## config.mk

```make
export PLATFORM = sky130hd
export DESIGN_NAME = comment_strip
export DESIGN_NICKNAME = d
export VERILOG_FILES = /design/src/rtl/comment_strip.sv
export SDC_FILE = /design/constraint.sdc
export NUM_CORES = 1
export LEC_CHECK = 0
export CORE_MARGIN = 10
export CORE_UTILIZATION = 26
export DETAILED_ROUTE_END_ITERATION = 16
export PLACE_DENSITY = 0.5
export SYNTH_ARGS = -nofsm -noshare
export SYNTH_HDL_FRONTEND = slang
export SYNTH_SLANG_ARGS = --single-unit
```

## constraint.sdc

```tcl
create_clock -name clk -period 2.24 [get_ports clk]
set_input_delay 0.448 -clock clk [delete_from_list [all_inputs] [get_ports clk]]
set_output_delay 0.448 -clock clk [all_outputs]
set_load 0.005 [all_outputs]
```

## src/rtl/comment_strip.sv

```systemverilog
// comment_strip: removes C comments from a byte stream ahead of the int-declaration checker.
// Define COMMENT_STRIP_LINE_EN to also strip // line comments; /* */ is always stripped.
module comment_strip #(
    parameter int CNT_W = 8
) (
    input  logic             clk,
    input  logic             reset,
    input  logic [7:0]       in_char,
    input  logic             in_valid,
    output logic             in_ready,
    output logic [7:0]       out_char,
    output logic             out_valid,
    output logic             in_comment,
    output logic [CNT_W-1:0] comment_cnt
);

    localparam logic [7:0] CH_SLASH = 8'h2F;
    localparam logic [7:0] CH_STAR  = 8'h2A;
    localparam logic [7:0] CH_NL    = 8'h0A;
    localparam logic [7:0] CH_SP    = 8'h20;

    typedef enum logic [2:0] {
        NORMAL = 3'd0,
        SLASH  = 3'd1,
        LINE   = 3'd2,
        BLOCK  = 3'd3,
        BSTAR  = 3'd4,
        FLUSH  = 3'd5
    } state_t;

    state_t     state;
    logic [7:0] held;

    // A transfer happens when in_valid && in_ready. in_ready drops only in FLUSH,
    // while the character that followed a lone '/' is replayed; the source holds its data.
    assign in_ready = (state != FLUSH);

    always_ff @(posedge clk) begin
        if (reset) begin
            state       <= NORMAL;
            held        <= 8'h00;
            out_char    <= 8'h00;
            out_valid   <= 1'b0;
            in_comment  <= 1'b0;
            comment_cnt <= '0;
        end else begin
            out_valid <= 1'b0;
            if (state == FLUSH) begin
                // held is emitted verbatim, never re-examined as a comment opener
                out_char  <= held;
                out_valid <= 1'b1;
                state     <= NORMAL;
            end else if (in_valid) begin
                case (state)
                    NORMAL: begin
                        if (in_char == CH_SLASH) begin
                            state <= SLASH;
                        end else begin
                            out_char  <= in_char;
                            out_valid <= 1'b1;
                        end
                    end
                    SLASH: begin
                        if (in_char == CH_STAR) begin
                            state      <= BLOCK;
                            in_comment <= 1'b1;
                        end
`ifdef COMMENT_STRIP_LINE_EN
                        else if (in_char == CH_SLASH) begin
                            state      <= LINE;
                            in_comment <= 1'b1;
                        end
`endif
                        else begin
                            out_char  <= CH_SLASH;
                            out_valid <= 1'b1;
                            held      <= in_char;
                            state     <= FLUSH;
                        end
                    end
                    BLOCK: begin
                        if (in_char == CH_STAR) state <= BSTAR;
                    end
                    BSTAR: begin
                        if (in_char == CH_SLASH) begin
                            out_char   <= CH_SP;
                            out_valid  <= 1'b1;
                            state      <= NORMAL;
                            in_comment <= 1'b0;
                            if (comment_cnt != '1) comment_cnt <= comment_cnt + CNT_W'(1);
                        end else if (in_char != CH_STAR) begin
                            state <= BLOCK;
                        end
                    end
`ifdef COMMENT_STRIP_LINE_EN
                    LINE: begin
                        if (in_char == CH_NL) begin
                            out_char   <= CH_NL;
                            out_valid  <= 1'b1;
                            state      <= NORMAL;
                            in_comment <= 1'b0;
                            if (comment_cnt != '1) comment_cnt <= comment_cnt + CNT_W'(1);
                        end
                    end
`endif
                    default: begin
                        state      <= NORMAL;
                        in_comment <= 1'b0;
                    end
                endcase
            end
        end
    end

endmodule

```

==> summary.md, run 1 <==
| Metric | Value |
|---|---|
| Post-synth EDFFs | `0` |
| P_leak | `between 0.8 and 0.9 nW` |
| Async SR Flop Fraction | `0%` |
| Fin worst setup slack | `between 0.15 and 0.2 ns` |
| Top Layer Used | `met4` |
| Synth cell types | `47` |
| Mapped Nets | `~200` |
| Clock-pin slew on the worst setup and hold paths | `0.06 ns` |
| Max Slew Vio Count | `0` |
| Nets | `around 260` |
| Syn-to-layout area delta | `37.63%` |
| Fin util | `between 30% and 40%` |
| Count of final setup violators | `0` |
| Hpwl dp | `3.534 mm` |
| Setup CP Type | `in2reg` |
| Share of layout cells above drive strength 1 | `17.28%` |
| RSZ-0062 raised after global routing | `no` |
| DR WL/cell | `approximately 15 um` |
| Pin count of the biggest net entering global routing | `18` |
| I/O pin count | `30` |
| Synth area leaders | `dfxtp_1, nor2_1, mux2i_1` |
| Final ANT Viol Nets | `0` |
| GRT Total Usage | `a little under a tenth` |
| CTS Hold Bufs | `0` |
| Hold Path Sink | `out_char[6]` |
| Mean area per synthesized cell | `approximately 8.4 sq um` |
| Synth area leader | `dfxtp_1` |
| Worst min-delay path category | `reg2reg` |
| Post-route DRC | `0` |
| Setup bufs post-CTS | `0` |
| Reg2Reg Capture Point | `state[0]` |
| Multi-input gate area | `948.4 sq um` |
| Max-cap viol count | `0` |
| Slew @ Worst Pin | `0.3976 ns` |
| Post-Route M1 WL | `2.183 mm` |
| Critical Path AT | `roughly 2.3 ns` |
| Hold Crit Depth | `2` |
| Cell area after synthesis | `about 1600 sq um` |
| Worst slew margin | `approximately three quarters` |
| Yosys top cell area share | `35.77%` |
| Placed inst area | `roughly 2100 sq um` |
| Worst R2R Start | `state[0]` |
| Worst Path Required | `~2.4 ns` |
| Initial core utilization | `a little over a quarter` |
| Crit path launch type | `input pin` |
| Metal2 WL | `2.041 mm` |
| WL final | `4.641 mm` |
| CTS root buf | `clkbuf_8` |
| Place WS | `-0.1097 ns` |
| Vias in the first global route | `around 1,500` |
| Cells after Synth | `194` |
| Port Buf Inserts | `29` |
| Via count | `~1,600` |
| Main flop type after synthesis | `dfxtp_1` |
| CTS resizes | `0` |
| Initial antenna violation count | `0` |
| Chip Height | `slightly below 100 um` |
| GPL Wtd Cong | `between 0.8 and 0.9` |
| Yosys warnings | `0` |
| Die span in x | `roughly 100 um` |
| Fillcell total | `630` |
| Worst hold start | `out_char[6]` |
| GRT overflow | `0` |
| H-Tree Depth | `2` |
| FMAX | `slightly below 500 MHz` |
| Clk_skew | `0.005188 ns` |
| Final worst-path cycle share | `between 90 and 100%` |
| Final min period | `a little over 2 ns` |
| Worst-skew pair later-pin latency | `around 0.28 ns` |
| R2R cell count | `5` |
| CORE AREA | `~6000 sq um` |
| Row count | `28` |
| #FFs+latches synth | `29` |
| Final Cell Area | `2233 sq um` |
| Status | `finished clean` |
| Vias per cell | `4.918` |
| # diodes | `0` |
| Clk buf depth | `2` |
| Hold Vio Cnt, Final | `0` |
| Die footprint | `around 10000 sq um` |
| Area occupied by registers | `a little under 600 sq um` |
| Post-synthesis sequential area ratio | `between 30% and 40%` |
| Worst Setup End Kind | `flop` |
| Clock Sinks | `29` |
| Met3 routed wirelength | `approximately 350 um` |
| Worst vdd ir | `~260 uV` |
| First-pass GRT wire length | `7.776 mm` |
| Power per Cell Area | `490.1 nW/um^2` |
| CTS tree | `built` |
| Clock buffer count from CTS | `5` |
| CP max FO | `5` |
| Flop-to-flop setup slack | `approximately 0.32 ns` |
| Iter 0 DRT Violations | `around 130` |
| Pre-antenna DRT Iters | `4` |
[state kept, by name (all words and copies together) (netlist names)]
register,cells
state,3
out_valid,1
out_char,8
in_comment,1
held,8
comment_cnt,8
[metal layers]
metal	track usage (%)	up-vias
met3	4.190	8
met4	3.197	0
met5	0	-
met1	11.97	724
li1	-	799
met2	14.03	33
[through the flow]
step | setup TNS [ns] | hold WS, ns | instances | power [mW]
2_1_floorplan | 0 | 0.4632 | 194 | 0.5955
3_3_place_gp | -0.2803 | 0.4605 | 311 | 0.6719
3_5_place_dp | -0.4890 | 0.4708 | 311 | 0.6721
4_1_cts | 0 | 0.4800 | 318 | 1.117
5_1_grt | 0 | 0.5090 | 318 | 1.156
6_report | 0 | 0.4765 | 318 | 1.095
[placed cells by master, fill, tap and decap left out, types with 5 or more instances in the layout]
master	count
xnor2_1	5
dfxtp_1	29
nand3_1	5
mux2i_1	9
buf_4	26
o21ai_0	14
clkdlybuf4s50_1	29
a21oi_1	16
nor2_1	27
clkbuf_8	6
nand2b_1	5
nand2_1	12
inv_1	5
or3_1	5
nor3_1	6
[how the worst max path moves through the flow]
| stage | startpoint | end | slack [ns] |
|---|---|---|---|
| finish | in_char[2] | state[0] | 0.17 |
| global route | in_char[2] | state[0] | 0.06 |
| CTS | in_char[2] | state[0] | 0.19 |
| detailed placement | in_char[2] | state[0] | -0.11 |
| global placement | in_char[2] | state[0] | -0.08 |
| floorplan | in_char[0] | state[0] | 0.31 |
[cell usage after synthesis, types with 2 or more instances]
cell and n:
a211oi_1 2, a21oi_1 16, a32oi_1 3, and3_1 2, buf_1 2, buf_2 6
buf_6 2, clkbuf_1 4, dfxtp_1 29, inv_1 5, mux2i_1 9, nand2_1 12
nand2b_1 5, nand3_1 5, nand4b_1 2, nor2_1 27, nor3_1 6, nor4_1 4
o21ai_0 14, or3_1 5, or4_1 4, xnor2_1 5
[cell families after synthesis]
logic type,Yosys count,share of synthesized area (%)
and+or+nand+nor,79,25.37
muxes,9,5.551
adders and majority gates,1,0.7709
buffers and inverters,19,5.783
DFF,29,35.78
AOI/OAI and AO/OA,52,24.06
xor gates and xnor gates,5,2.698
[power by group]
group / switching [mW] / total [mW] / internal (mW)
clock network: 0.192 / 0.435 / 0.243
logic: 0.0594 / 0.128 / 0.0691
registers: 0.00433 / 0.531 / 0.527
total: 0.255 / 1.09 / 0.839
[area by class of cell]
| class | count | area share (%) |
|---|---|---|
| clock buffer | 7 | 3.866 |
| sequential | 29 | 25.99 |
| multi-input combinational | 146 | 42.47 |
| inverter | 5 | 0.8403 |
| tap | 75 | 4.202 |
| timing repair buffer | 56 | 22.63 |
[critical path, cell delays in order]
cell and delay, ns:
clkdlybuf4s50_1 0.50, or3b_1 0.43, a2111oi_4 0.35, o221ai_2 0.19
mux2i_1 0.15, a211oi_1 0.20
Note: power is estimated with default switching activity, not from simulation.
==> run 2, diff against run 1 <==
--- a/config.mk
+++ b/config.mk
@@ -8,6 +8,7 @@
 export CORE_MARGIN = 10
 export CORE_UTILIZATION = 26
 export DETAILED_ROUTE_END_ITERATION = 16
+export HOLD_SLACK_MARGIN = 0.08
 export PLACE_DENSITY = 0.5
 export SYNTH_ARGS = -nofsm -noshare
 export SYNTH_HDL_FRONTEND = slang
==> results of run 2 <==
No change in the layout: final DEF, timing and power equal those of run 1.
==> run 3, diff against run 2 <==
--- a/config.mk
+++ b/config.mk
@@ -5,6 +5,7 @@
 export SDC_FILE = /design/constraint.sdc
 export NUM_CORES = 1
 export LEC_CHECK = 0
+export CAP_MARGIN = 20
 export CORE_MARGIN = 10
 export CORE_UTILIZATION = 26
 export DETAILED_ROUTE_END_ITERATION = 16
==> results of run 3 <==
No change in the layout: final DEF, timing and power equal those of run 1.
